### src/rtl/gate_sweep_ctrl.sv
// Sequencer that steps a 2-input gate through {a,b} = 0..3, samples y after a
// programmable settle time and compares the captured truth table with EXPECT.
module gate_sweep_ctrl #(
  parameter int unsigned SETTLE_CYCLES = 1,
  parameter logic [3:0]  EXPECT        = 4'b1000
) (
  input  logic       clk,
  input  logic       rst_n,
  input  logic       start,
  output logic       busy,
  output logic       done,
  output logic       pass,
  output logic [1:0] fail_idx,
  output logic [3:0] result_vec,
  output logic       a,
  output logic       b,
  input  logic       y
);

  localparam int unsigned CNT_W = 4;
  localparam int unsigned IDX_W = 2;
  localparam int unsigned NVEC  = 4;
  localparam logic [CNT_W-1:0] CNT_LAST = CNT_W'(SETTLE_CYCLES - 1);
  localparam logic [IDX_W-1:0] IDX_LAST = IDX_W'(NVEC - 1);

  typedef enum logic [1:0] {IDLE, DRIVE, SAMPLE, DONE} state_t;

  state_t           state_q, state_d;
  logic [IDX_W-1:0] idx_q, idx_d;
  logic [CNT_W-1:0] cnt_q, cnt_d;
  logic [NVEC-1:0]  result_d;
  logic [NVEC-1:0]  mismatch_c;
  logic [IDX_W-1:0] first_bad_c;
  logic             pass_d, done_d, busy_d, a_d, b_d;
  logic [IDX_W-1:0] fail_d;

  // Lowest vector index whose captured value disagrees with EXPECT.
  always_comb begin
    mismatch_c  = result_d ^ EXPECT;
    first_bad_c = '0;
    for (int i = int'(NVEC) - 1; i >= 0; i--) begin
      if (mismatch_c[i]) first_bad_c = IDX_W'(i);
    end
  end

  // Next-state and next-output logic.
  always_comb begin
    state_d  = state_q;
    idx_d    = idx_q;
    cnt_d    = cnt_q;
    result_d = result_vec;
    pass_d   = pass;
    fail_d   = fail_idx;

    case (state_q)
      IDLE: begin
        if (start) begin
          result_d = '0;
          pass_d   = 1'b0;
          fail_d   = '0;
          idx_d    = '0;
          cnt_d    = '0;
          state_d  = DRIVE;
        end
      end
      DRIVE: begin
        cnt_d = cnt_q + CNT_W'(1);
        if (cnt_q == CNT_LAST) state_d = SAMPLE;
      end
      SAMPLE: begin
        result_d[idx_q] = y;
        if (idx_q == IDX_LAST) begin
          state_d = DONE;
          pass_d  = (result_d == EXPECT);
          fail_d  = first_bad_c;
        end else begin
          idx_d   = idx_q + IDX_W'(1);
          cnt_d   = '0;
          state_d = DRIVE;
        end
      end
      DONE: begin
        state_d = IDLE;
      end
      default: begin
        state_d = IDLE;
      end
    endcase

    // Outputs are registered, so derive them from where the FSM is heading.
    done_d = (state_d == DONE);
    busy_d = (state_d == DRIVE) || (state_d == SAMPLE);
    a_d    = busy_d & idx_d[1];
    b_d    = busy_d & idx_d[0];
  end

  always_ff @(posedge clk or negedge rst_n) begin
    if (!rst_n) begin
      state_q    <= IDLE;
      idx_q      <= '0;
      cnt_q      <= '0;
      result_vec <= '0;
      pass       <= 1'b0;
      fail_idx   <= '0;
      done       <= 1'b0;
      busy       <= 1'b0;
      a          <= 1'b0;
      b          <= 1'b0;
    end else begin
      state_q    <= state_d;
      idx_q      <= idx_d;
      cnt_q      <= cnt_d;
      result_vec <= result_d;
      pass       <= pass_d;
      fail_idx   <= fail_d;
      done       <= done_d;
      busy       <= busy_d;
      a          <= a_d;
      b          <= b_d;
    end
  end

endmodule

### config.mk
export PLATFORM = sky130hd
export DESIGN_NAME = gate_sweep_ctrl
export DESIGN_NICKNAME = d
export VERILOG_FILES = /design/src/rtl/gate_sweep_ctrl.sv
export SDC_FILE = /design/constraint.sdc
export NUM_CORES = 1
export LEC_CHECK = 0
export ABC_AREA = 1
export CAP_MARGIN = 15
export CORE_AREA = 2 2 48 50
export CTS_CLUSTER_SIZE = 8
export DETAILED_ROUTE_END_ITERATION = 16
export DIE_AREA = 0 0 50 52
export PLACE_DENSITY_LB_ADDON = 0.3
export RECOVER_POWER = 100
export SLEW_MARGIN = 25
export SYNTH_ARGS = -nofsm -noshare
export SYNTH_HDL_FRONTEND = slang
export SYNTH_SLANG_ARGS = --single-unit
### constraint.sdc
create_clock -name clk -period 1.7 [get_ports clk]
set_input_delay 0.34 -clock clk [delete_from_list [all_inputs] [get_ports clk]]
set_output_delay 0.34 -clock clk [all_outputs]
set_load 0.02 [all_outputs]
**Word level (Yosys, flattened, before mapping)**

Index checks and enable logic that the tools add are counted.

- Bitwise logic cells: 2
- Equality and inequality tests: 11
- Add/subtract/negate cells: 2
- Reductions and logical operators: 8
- Magnitude comparators: 2
- Multiplexer cells: 25

Operator list:

| kind | count |
|---|---|
| 2-bit two-way mux | 11 |
| 4-bit two-way mux | 3 |
| 4-bit case mux with 3 select lines | 1 |
| 2-bit == test (second input constant) | 5 |
| 2-bit case mux with 2 select lines | 2 |
| 2-bit case mux with 4 select lines | 1 |
| 4-bit case mux with 2 select lines | 1 |
| 2-bit != test (second input constant) | 3 |
| 3-bit AND reduction | 2 |
| 4-bit by 1-bit adder with 4-bit output (second input constant) | 1 |
| 4-bit bitwise mux | 1 |
| 2-bit by 1-bit == test with 1-bit output (second input constant) | 2 |
| 4-bit == test (second input constant) | 1 |
| 4-bit zero test | 1 |
| 2-bit by 3-bit less-than comparator with 1-bit output (second input constant) | 1 |
| 1-bit two-way mux | 3 |
| 3-bit nonzero test | 1 |
| 2-bit by 1-bit adder with 2-bit output (second input constant) | 1 |
| 1-bit AND | 2 |
| 1-bit demux with 2-bit select | 1 |
| 2-bit by 1-bit greater-or-equal comparator with 1-bit output (second input constant) | 1 |
| 2-bit zero test | 1 |
| 1-bit case mux with 2 select lines | 1 |
| 2-bit nonzero test | 1 |
| other kinds (2) | 2 |

- Bits in registers: 19
- Bits of input ports: 4
- Output and inout port bits: 11

**Depth between registers and ports, before layout**

Gate-level depths: netlist (run 1).

- Depth after elaboration: 12
- Gate-level depth with buffers: 10

**Least setup slack after synthesis (run 1)**

OpenSTA, ideal clock, no wires.

- Path kind: flip-flop to flip-flop
- Start: reg state_q[0]
- End: reg b
- Library setup time: 127 ps
- Clock period less this slack: 1444 ps
- Setup slack: 256 ps
- Required time: 1573 ps
- Data arrival time: 1317 ps
- Cell stages (with the launch flop): 7
- Path through: dfrtp_1 inv_2 nor2_1 inv_1 o21ai_1 ha_1 a21boi_0

- Cells in the longest elaborated chain, start to end: 5
- Elaborated cells between the ends (all ways): 12
- Those cells by class: eq/ne (5); mux (4); bitwise (1); reduce/logical (2)

RTL lines:

| item | line | RTL |
|---|---|---|
| start, declared | 28 | `state_t state_q, state_d;` |
| start signal, assigned | 110 | `state_q <= state_d;` |
| 2-bit == test (tied with other cells) | 55 | `case (state_q)` |
| 2-bit case mux with 4 select lines * | 55 |  |
| net state_d[1] | 28 |  |
| 2-bit by 1-bit == test with 1-bit output / 2-bit == test (equally long branches) | 92 | `busy_d = (state_d == DRIVE) \|\| (state_d == SAMPLE);` |
| 1-bit logical OR * | 92 |  |
| net busy_d | 34 | `logic pass_d, done_d, busy_d, a_d, b_d;` |
| 1-bit AND * | 94 | `b_d = busy_d & idx_d[0];` |
| net b_d | 34 |  |
| end signal, assigned | 108 | `b <= 1'b0;` |
| end signal, assigned | 119 | `b <= b_d;` |
| end, declared | 16 | `output logic b,` |

Mark *: on every way through the listed nets, which the timed path passes. The rest lies on a longest branch.
A chain may end at the register's enable or synchronous reset.

**Worst setup path after layout (run 1)**

- Start: reg result_vec[1]
- End: out result_vec[1]

RTL lines:

| item | line | RTL |
|---|---|---|
| start, declared | 14 | `output logic [3:0] result_vec,` |
| start signal, assigned | 113 | `result_vec <= result_d;` |

No word-level cell between the ends.

==> results.md, run 1 <==
- The largest incremental delay on the critical path is about 0.62 ns.
- The count of H-tree levels built during CTS is 1.
- Entering global routing, the biggest net connects 20 pins.
- Between clock sinks in the finished design, the worst skew comes to between 0.007 and 0.008 ns.
- The worst hold slack after final layout is ~0.5 ns.
- In this run the count of I/O pins placed on the die edge is 15.
- For this run, design rule violations remaining after detail routing come to 0.
- The share of synthesized area in the top cell type comes to 48.1%.
- The type of origin of the critical path is a flip-flop.
- The worst relative slew slack is a little under a third.
- The die covers about 2600 um^2.
- By area the synthesized netlist is led by dfrtp_1 (48%), nand2_1 (11%), inv_1 (5.7%).
- The routed design has ~1800 um of wire.
- The proportion of synthesized flip-flops having asynchronous set or reset is between 90% and 100%.
- The number of distinct standard cells referenced by the synthesized netlist is 24.
- The final-layout fill cell count is approximately 200.
- Summed over all failing endpoints, the final setup total negative slack is 0 ns.
- Walking the worst path, the cells encountered are clkdlybuf4s50_1.
- The path class of the tightest hold or removal check is flip-flop to flip-flop.
- The part of the power in the clock network is a little over an eighth.
- Clock-pin slew was measured on the worst setup and hold paths at roughly 0.10 ns.
- The worst-skew pair later-pin latency is 0.30 ns.
- The worst hold path begins at fail_idx[0]$_DFFE_PN0P_.
- TritonCTS built the clock tree.
- Derived from the worst setup path, the maximum achievable clock frequency is between 0.6 and 0.7 GHz.
- The routability congestion estimate from global placement is 0.786.
- The flow ran to the end, and the final reports show no timing, DRC or antenna violations.
- Of the total power, the share spent switching nets is 42.8%.
- In this run the cell area of the synthesized design comes to between 900 and 1000 um^2.
- The largest individual stage delay along the critical path comes from the cell clkdlybuf4s50_1.
- The root buffer cell chosen for the clock tree is clkbuf_4.
- Counting every net in the synthesized netlist gives 120.
- The maximum root-to-sink buffer count is 2.
- Along the worst path, the maximum fanout reaches 3.
- The number of buffers created by CTS is 3.
- The floorplan step set the die width to ~50 um.
- Once the floorplan was initialized, standard cells occupied a little under half of the core.
- The final number of setup-violating endpoints is 0.
- The fraction of power consumed by combinational cells is 45.4%.
- After detailed routing, the average wire length per cell comes to 11.0 um.
- The average via count per standard cell is 4.79.
- The period utilization is 96.7%.
- STA classifies the critical path endpoint as an output port.
- The post-route netlist has between 10% and 20% of its cells at a drive strength greater than 1.
- The final global-route overflow total is 0.
- The startpoint identified for the worst register-to-register timing path is state_q[1]$_DFF_PN0_.
- For this run, the detailed router's first-pass iteration total came to 4.
- The repair_antennas step left the layout with diodes totalling 0.
- Counting every instance in the synthesized netlist gives roughly 110.
- The warning count from the yosys run is 0.
- STA puts the critical path data required time at between 1 and 1.5 ns.
- The worst register-to-register path has a depth of 6.
- The area growth from synthesis to layout is 19.4%.
- The endpoint with the worst hold slack is fail_idx[0]$_DFFE_PN0P_.
- The detailed-placement wirelength estimate is about 1400 um.
- The worst-case IR drop observed on VDD is slightly below 900 uV.
- The die is ~52 um tall.
- For this design the ratio of total power to cell area is 1450 nW/um^2.
- The number of pins exceeding their max-slew limit in the final report was 0.
- For the pin with the worst max-slew slack, the measured transition is slightly above 1 ns.
- The commonest register cell after synthesis is dfrtp_1.
- The clock net sink count is 19.
- The number of enable flip-flop cells after synthesis is 0.
- The first global-routing pass estimated 3040 um of wire.
- The path type of the worst setup path is flip-flop to output port.
- The cts-stage hold buffer count is 0.
- The number of DRC violations after detailed-routing iteration 0 is 11.
- The arrival time reported for the critical path endpoint is 1.30 ns.
- In this run, flip-flops and latches consume between 40% and 50% of the power.
- The detailed router placed approximately 770 vias in this run.
- Setup repair after global routing left no endpoint under its margin.
- The post-synthesis sequential element count is 19.
- After clock tree synthesis, the repair step resized 0 gates.
- Once detail routing completed, the nets flagged for antenna violations numbered 0.
- The floorplan has 17 rows.
- The per-instance average area after synthesis is between 8 and 9 um^2.
- Across the run, the number of max-cap violations was 0.
- The cell internal power dissipation is approximately 0.00098 W.
- The slack of the worst reg-to-reg path is about 0.18 ns.
- Tracing the worst setup path back leads to its startpoint at result_vec[1]$_DFF_PN0_.
- The commonest cells after synthesis are nand2_1 (30), dfrtp_1 (19), inv_1 (15).
- The core region area is 2110 um^2.
- The number of global-route vias before repair came to 739.
- The leading cell type by number of instances after synthesis is nand2_1.
- The net load switching power is about 0.00073 W.
- In this run the critical register-to-register path is captured at b$_DFF_PN0_.
- The initial antenna violation count is 0.
- The post-layout instance area is ~1200 um^2.
- Together, buffers and inverters on the worst path number 1.
- The count of final hold-check violations is 0.
- The family with the most delay on the worst path is buffers and inverters.
- For the finished layout, the period the worst path requires is ~1.6 ns.
- The share of the Yosys chip area taken by registers is around half.
- The number of post-CTS setup repair buffers is 0.
- The number of buffers added on ports is 14.
- The final-stage net count is 140.
- Summed over all cells, the static leakage comes to around 0.59 nW.
- The total routing usage reported by global routing is between 15 and 20%.
- The standard cell area after detailed placement is ~1200 um^2.
- The cell taking the most area after synthesis is dfrtp_1.
- The worst hold path was traced through 2 stages.
metrics by stage:
stage	utilization [%]	worst slack (ns)	total power [W]	std cells
after global routing	56.0	0.0126	0.00186	160
after floorplan	-	0.256	0.00127	113
after global placement	55.6	0.0580	0.00149	156
after CTS	56.9	0.0388	0.00175	160
final	56.0	0.0568	0.00172	160
after detailed placement	55.6	0.00999	0.00152	156
power by group through the flow:
stage | clock network, W | logic, W | registers (W)
finish | 0.000227 | 0.000779 | 0.000711
global route | 0.000253 | 0.000887 | 0.000723
global placement | 0 | 0.000774 | 0.000717
detailed placement | 0 | 0.000801 | 0.000722
CTS | 0.000233 | 0.000807 | 0.000712
floorplan | 0 | 0.000544 | 0.000731
per-layer routing:
metal  GRT usage [%]  share of wire, %  vias to the layer above
li1                -                 -                      389
met5               0                 0                        -
met1            18.2                44                      364
met4            11.6               2.7                        0
met2            27.2                51                        9
met3            1.72               1.9                        5
registers in the layout, summed over array words and instances (netlist names):
register,count
result_vec,4
fail_idx,2
done,1
idx_q,2
state_q,2
a,1
cnt_q,4
b,1
pass,1
busy,1
cell type report:
class	count	area [um^2]	share of cell area, %
Sequential cell	19	475	40.3
Timing Repair Buffer	17	155	13.1
Tap cell	28	35.0	2.97
Multi-Input combinational cell	74	420	35.6
Clock buffer	4	26.3	2.23
Inverter	18	67.6	5.73
cells in the final DEF, fill, tap and decap left out:
cell type,instances
nor2_2,2
a21oi_1,1
nor2_8,1
buf_4,1
o21ai_1,5
o21ai_0,1
clkdlybuf4s50_1,12
nand2_1,33
o22ai_1,1
or2_2,1
ha_1,3
o21ai_2,1
inv_1,16
nand3_2,2
clkbuf_4,3
dlygate4sd3_1,2
nor2_4,1
nand3_4,1
o21ai_4,1
a21boi_0,1
dfrtp_1,19
nand4_1,1
inv_2,2
nand3_1,10
nand2_2,1
nor2_1,5
o21bai_1,1
xor2_1,1
clkbuf_1,3
worst reg2reg max path, stage by stage (launching register included):
cell and delay, ns:
dfrtp_1 0.44, inv_1 0.14, nor2_8 0.18, nand3_4 0.11, o21ai_1 0.13, ha_1 0.28, a21boi_0 0.13
logic make-up (layout without fill, tap and decap cells):
logic type	count (synthesis)	after routing	synth area share (%)
AND/OR/NAND/NOR	58	58	30.6
buffers and inverters	20	39	8.35
flip-flops	19	19	48.1
AO/OA/AOI/OAI	12	12	8.23
adder cells (fa/ha/maj)	3	3	3.80
XOR/XNOR	1	1	0.886
worst max-delay path by stage:
| stage | cells after the start | to |
|---|---|---|
| finish | 1 | result_vec[1] |
| global route | 1 | result_vec[1] |
| CTS | 1 | result_vec[1] |
| detailed placement | 7 | b$_DFF_PN0_ |
| global placement | 8 | fail_idx[1]$_DFFE_PN0P_ |
| floorplan | 6 | b$_DFF_PN0_ |
Power figures use the tool's default switching activity.
==> inputs of run 2 (changes only) <==
SETUP_SLACK_MARGIN = 0.5   (was not set)
==> run 2 against run 1 <==
  * Core utilization up 8.1 points
  * Final cell count grew 11%
  * Sequential share of layout area shrank 5.0 points
  * Die area unchanged
  * Via count increased by 13%
  * Critical path type is now flip-flop to flip-flop
==> results.md, run 2 (synthesis gave the netlist of run 1 again) <==
- The count of nets left with antenna violations after detail routing is 0 (unchanged).
- The post-layout instance area is 1350 um^2 (+14%).
- Clock tree synthesis selected as its root buffer the cell clkbuf_4.
- The static leakage was 0.668 nW (+14%).
- The arrival time reported for the critical path endpoint is 1.70 ns (+0.40 ns).
- The DRC violation count after routing is 0 (unchanged).
- The final global-route overflow total was 0 (unchanged).
- The most common library cell in the layout ignoring fill and taps is nand2_1.
- The number of buffers added on ports is 14 (unchanged).
- The core region area is 2110 um^2 (unchanged).
- The final number of setup-violating endpoints is 0 (unchanged).
- The final-layout fill cell count was 173 (-11%).
- The worst setup path is captured at a flip-flop.
- The cell count after placement is 155 (-0.64%).
- Relative to the synthesized area, the layout overhead comes to 36.6%.
- The vertical extent of the die was 52 um (unchanged).
- The area of all sequential standard cells is 477 um^2 (+0.26%).
- The worst hold slack after final layout is 0.433 ns (-0.0681 ns).
- The count of final hold-check violations came to 0 (unchanged).
- The detailed-placement wirelength estimate is 1460 um (+5.8%).
- The buffering stage count on the worst path with inverters included was 1 (unchanged).
- The area of the die came to 2600 um^2 (unchanged).
- The max-cap violation count came to 0 (unchanged).
- The number of global-route vias before repair was 892 (+21%).
- The clock input transition at the sequential cells of the worst setup and hold paths is 0.11 ns (about the same).
- The share of layout cells above drive strength 1 is 34.7% (+22 points).
- The count of H-tree levels built during CTS is 1 (unchanged).
- Walking the worst path, the cells encountered are inv_2, nor2_8, nand3_4, o21ai_4, ha_1, a21boi_1.
- The number of pins exceeding their max-slew limit in the final report was 0 (unchanged).
- The routability congestion estimate from global placement was 0.805 (+2.5%).
- The maximum root-to-sink buffer count is 2 (unchanged).
- The largest incremental delay on the critical path is 0.52 ns (-0.10 ns).
- The largest registers in the layout are cnt_q: 4 flops, result_vec: 4 flops.
- The type of origin of the critical path is a flip-flop.
- The average routed wire per standard cell is 13.1 um (+19%).
- The post-layout instance count excluding filler cells is 178 (+11%).
- The required time of the worst setup path is 1.89 ns (+0.53 ns).
- The total routing usage reported by global routing is 19.7% (+3.9 points).
- The measured slew at the worst slew-check pin came to 0.392 ns (-0.642 ns).
- The area used by multi-input combinational logic is 503 um^2 (+20%).
- The clock net sink count is 19 (unchanged).
- The length of the first detailed-routing pass in iterations was 4 (unchanged).
- The initial antenna violation count is 0 (unchanged).
- The number of buffers created by CTS is 3 (unchanged).
- The number of DRC violations after detailed-routing iteration 0 is 32 (+21).
- The standard cell area after detailed placement is 1190 um^2 (+1.5%).
- The average via count per standard cell was 4.88 (+1.8%).
- The wire length of the first global-routing pass was 3840 um (+27%).
- The time the worst path needs with I/O delays and setup is 1.51 ns (-0.135 ns).
- The maximum resistive drop on vdd is 1070 uV (+24%).
- The slowest library cell on the worst path is dfrtp_1.
- The final-stage net count is 158 (+13%).
- TritonCTS built the clock tree.
- The post-detailed-routing wire length is 2340 um (+32%).
- The highest clock frequency the design can meet is 0.663 GHz (+9.0%).
- The flow ran to the end, and the final reports show no timing, DRC or antenna violations.
- The total I/O pin count came to 15 (unchanged).
- The detailed-route via count came to 869 (+13%).
- The clock skew after layout was 0.00739 ns (-0.000563 ns).
- The number of antenna diodes is 0 (unchanged).
- The power per unit of standard cell area is 1550 nW/um^2 (+6.5%).
- The worst-skew pair later-pin latency is 0.29 ns (about the same).
- Setup repair after global routing could not meet its margin everywhere.
- The family with the most delay on the worst path is flip-flops.
- The path type of the worst setup path is flip-flop to flip-flop.
- Leaving out fill and tap cells, the most frequent cells in the layout are nand2_1 (30), dfrtp_1 (18), buf_4 (16), clkbuf_1 (13), inv_1 (12).
- The worst relative slew slack came to 73.9% (+43 points).
- The largest net degree at the start of global routing is 20 (unchanged).
- The maximum fanout encountered on the critical timing path is 4 (+1).
- The total number of placement rows came to 17 (unchanged).
- The x dimension of the die was 50 um (unchanged).
- The path class of the tightest hold or removal check is primary input to asynchronous set/reset pin.
- The initial core utilization is 46.9% (unchanged).
- The period utilization came to 88.7% (-8.0 points).
[run 2: cell types whose count changed in the layout (fill, tap and decap cells not counted), sizes merged]
cell           before  now
buf                 1   20
clkdlybuf4s50      12    1
clkbuf              6   16
dlygate4sd2         0    1
dlygate4sd3         2    1
[run 2: routing by layer]
layer | GRT usage [%] | up-vias | part of all wire [%]
met1 | 22.3 | 419 | 41
met2 | 37.5 | 22 | 55
met5 | 0 | - | 0
li1 | - | 426 | -
met4 | 7.41 | 0 | 0.43
met3 | 2.30 | 2 | 3.0
[run 2: worst paths after layout]
kind / from / end / slack (ns) / cells past startpoint
max in group asynchronous: rst_n / idx_q[0]$_DFF_PN0_ / 1.05 / 2
hold reg to reg: pass$_DFFE_PN0P_ / pass$_DFFE_PN0P_ / 0.52 / 2
setup / recovery: state_q[1]$_DFF_PN0_ / b$_DFF_PN0_ / 0.19 / 6
min in group clk: pass$_DFFE_PN0P_ / pass$_DFFE_PN0P_ / 0.52 / 2
setup reg to reg: state_q[1]$_DFF_PN0_ / b$_DFF_PN0_ / 0.19 / 6
hold / removal: rst_n / state_q[0]$_DFF_PN0_ / 0.43 / 2
[run 2: repair_timing]
item,4_1_cts,5_1_grt
endpoints found under the setup margin,22,22
resized for setup,57,28
setup buffers,11,8
pin swaps,4,6
hold buffers,0,0
[run 2: area by class of cell]
cell class	instances	area share, %
Timing Repair Buffer	35	17.7
Multi-Input combinational cell	74	37.3
Sequential cell	19	35.3
Tap cell	28	2.60
Inverter	18	5.19
Clock buffer	4	1.95
[run 2: power by group]
group | total, W | leakage, nW | internal (W) | switching, W
Clock | 0.000225 | 0.0150 | 0.0000912 | 0.000134
Sequential | 0.000720 | 0.252 | 0.000578 | 0.000143
Combinational | 0.00115 | 0.401 | 0.000497 | 0.000649
[run 2: metrics by stage]
step / utilization [%] / setup TNS [ns] / setup WS, ns / power, W
after CTS: 62.7 / 0 / 0.341 / 0.00208
final: 64.1 / 0 / 0.192 / 0.00209
after floorplan: - / 0 / 0.356 / 0.00133
after global routing: 64.1 / 0 / 0.132 / 0.00225
after global placement: 56.4 / 0 / 0.0613 / 0.00153
after detailed placement: 56.4 / -0.0251 / -0.0251 / 0.00158
[run 2: worst register-to-register path, stage by stage (launching register included)]
cell and delay, ns:
dfrtp_1 0.52, inv_2 0.13, nor2_8 0.15, nand3_4 0.10
o21ai_4 0.09, ha_1 0.28, a21boi_1 0.14
==> inputs of run 3 (changes only) <==
CORE_AREA = 2 2 47 49   (was 2 2 48 50)
DIE_AREA = 0 0 49 51   (was 0 0 50 52)
==> run 3 against run 2 <==
  * Register-to-register slack improved by 0.04 ns
  * Sequential power is 3% lower
  * Worst setup slack improved by 0.039 ns
  * Total power up 6.7%
  * Clock power grew 4%
  * Wire length is 6.6% higher
  * Non-clock buffer count grew 3
  * Hold slack improved by 0.058 ns
  * Core utilization increased by 4.9 points
==> results.md, run 3 (synthesis gave the netlist of run 1 again) <==
- The flow ran to the end, and the final reports show no timing, DRC or antenna violations.
- The initial core utilization is 47.9% (+0.97 points).
- The arrival time reported for the critical path endpoint came to 1.67 ns (-0.03 ns).
- The buffering stage count on the worst path with inverters included came to 1 (unchanged).
- The clock input transition at the sequential cells of the worst setup and hold paths is 0.12 ns (about the same).
- The cts-stage hold buffer count is 0 (unchanged).
- The number of global-route vias before repair is 873 (-2.1%).
- The required time of the worst setup path is 1.90 ns (about the same).
- Among all stages on the critical path, the largest delay is contributed by dfrtp_1.
- The count of nets left with antenna violations after detail routing is 0 (unchanged).
- The number of buffers added on ports is 14 (unchanged).
- The maximum resistive drop on vdd is 1070 uV (-0.54%).
- The detailed-route via count was 903 (+3.9%).
- The share of layout cells above drive strength 1 came to 43.8% (+9.1 points).
- In this run the worst hold path is classified as flip-flop to flip-flop.
- From synthesis to final layout, the design area changed by 44.1%.
- The final-stage net count is 161 (+1.9%).
- The average routed wire per standard cell is 13.8 um (+4.8%).
- The maximum root-to-sink buffer count is 2 (unchanged).
- The vertical extent of the die came to 51 um (-1.9%).
- The core region area is 2060 um^2 (-2.0%).
- The total routing usage reported by global routing is 20.4% (+0.72 points).
- The number of buffers created by CTS is 3 (unchanged).
- The setup path with the least slack is of type flip-flop to flip-flop.
- The startpoint identified for the worst hold timing path is fail_idx[0]$_DFFE_PN0P_.
- The measured slew at the worst slew-check pin is 1.00 ns (+0.611 ns).
- The worst setup path is captured at a flip-flop.
- The initial antenna violation count is 0 (unchanged).
- The family with the most delay on the worst path is adder cells.
- The number of pins exceeding their max-slew limit in the final report is 0 (unchanged).
- The largest incremental delay on the critical path is 0.37 ns (-0.15 ns).
- The static leakage was 0.683 nW (+2.3%).
- The worst flop-to-flop path startpoint is cnt_q[1]$_DFFE_PN0P_.
- STA classifies the critical path startpoint as a flip-flop.
- The number of DRC violations after detailed-routing iteration 0 came to 11 (-66%).
- The wire length of the first global-routing pass is 3770 um (-2.0%).
- The critical path starts at cnt_q[1]$_DFFE_PN0P_.
- The worst slack at placement is -0.0148 ns (+0.0103 ns).
- The worst relative slew slack is 33.1% (-41 points).
- Setup repair after global routing could not meet its margin everywhere.
- The period utilization is 86.4% (-2.3 points).
- The total I/O pin count is 15 (unchanged).
- The x dimension of the die is 49 um (-2.0%).
- The final global-route overflow total is 0 (unchanged).
- The clock net sink count is 19 (unchanged).
- The library cell used most frequently in the layout, excluding fill and tap cells, is nand2_1.
- The time the worst path needs with I/O delays and setup is 1.47 ns (-0.0393 ns).
- The detailed-placement wirelength estimate came to 1460 um (+0.43%).
- The total negative slack is 0 ns (unchanged).
- The minimum setup slack in the final design is 0.231 ns (+0.0393 ns).
- The largest net degree at the start of global routing came to 20 (unchanged).
- The largest registers in the layout are cnt_q: 4 flops, result_vec: 4 flops.
- The area of the die came to 2500 um^2 (-3.9%).
- The worst-skew pair later-pin latency is 0.30 ns (about the same).
- TritonCTS built the clock tree.
- The routability congestion estimate from global placement is 0.794 (-1.4%).
- The count of final hold-check violations is 0 (unchanged).
- The final number of setup-violating endpoints is 0 (unchanged).
- The post-detailed-routing wire length was 2490 um (+6.6%).
- Traced cell by cell, the critical path runs through inv_1, ha_1, nand3_4, nor2_4, nor2_2, ha_4, a21boi_2.
- The highest clock frequency the design can meet came to 0.681 GHz (+2.7%).
- The power per unit of standard cell area is 1570 nW/um^2 (+1.1%).
- The number of antenna diodes came to 0 (unchanged).
- The overall power consumption was 0.00223 W (+6.7%).
- The total number of placement rows was 17 (unchanged).
- The length of the first detailed-routing pass in iterations is 4 (unchanged).
- The clock skew after layout was 0.00984 ns (+0.00245 ns).
- The worst hold slack after final layout is 0.490 ns (+0.0578 ns).
- The count of H-tree levels built during CTS is 1 (unchanged).
- The maximum fanout encountered on the critical timing path is 3 (-1).
- The clock root buffer is clkbuf_4.
- The max-cap violation count is 0 (unchanged).
- The DRC violation count after routing came to 0 (unchanged).
- The average via count per standard cell came to 4.99 (+2.2%).
- In the layout the commonest cells are nand2_1 (26), buf_4 (17), dfrtp_1 (16), clkbuf_1 (13), inv_1 (12).
==> run 3: final cells by class <==
cell class / instances / area (um^2)
fillers: 165 / 639
multi-input cells: 74 / 552
flip-flops and latches: 19 / 479
repair buffers: 38 / 259
inverters: 18 / 71.3
well taps: 28 / 35.0
clock buffers: 3 / 22.5
clock inverters: 1 / 5.00
==> run 3: through the flow <==
stage               util, %  area (um^2)  std cells
detailed placement     58.0         1200        156
global route           69.0         1420        181
finish                 69.0         1420        181
floorplan                 -         1010        113
global placement       58.0         1200        156
CTS                    69.7         1440        175
==> run 3: what timing repair did <==
item	in CTS	in global routing
setup endpoints to repair	21	21
pin swaps	11	11
gates resized for setup	77	25
setup buffers	15	6
==> run 3: final timing paths <==
path / end / slack (ns) / depth (start not counted)
min in group asynchronous: cnt_q[1]$_DFFE_PN0P_ / 0.64 / 2
hold reg to reg: fail_idx[0]$_DFFE_PN0P_ / 0.49 / 2
setup reg to reg: b$_DFF_PN0_ / 0.23 / 7
setup / recovery: b$_DFF_PN0_ / 0.23 / 7
max in group asynchronous: idx_q[0]$_DFF_PN0_ / 0.38 / 2
hold / removal: fail_idx[0]$_DFFE_PN0P_ / 0.49 / 2
==> run 3: worst min-delay path: stages (launching register included) <==
cell and delay, ns:
dfrtp_1 0.36, nand2_1 0.05, nand2_1 0.05
==> run 3: where the power goes <==
group / switching [W] / internal [W] / leakage [nW]
clock: 0.000146 / 0.0000877 / 0.0177
combinational: 0.000729 / 0.000567 / 0.417
sequential: 0.000122 / 0.000580 / 0.249
==> run 3: metal layers <==
layer | wire length (um) | global-route usage [%] | vias to the layer above | part of all wire [%]
met5 | 0 | 0 | - | 0
met4 | 32 | 11.0 | 0 | 1.3
met3 | 57 | 2.92 | 6 | 2.3
met2 | 1380 | 36.3 | 17 | 55
met1 | 1020 | 23.9 | 448 | 41
li1 | - | - | 432 | -
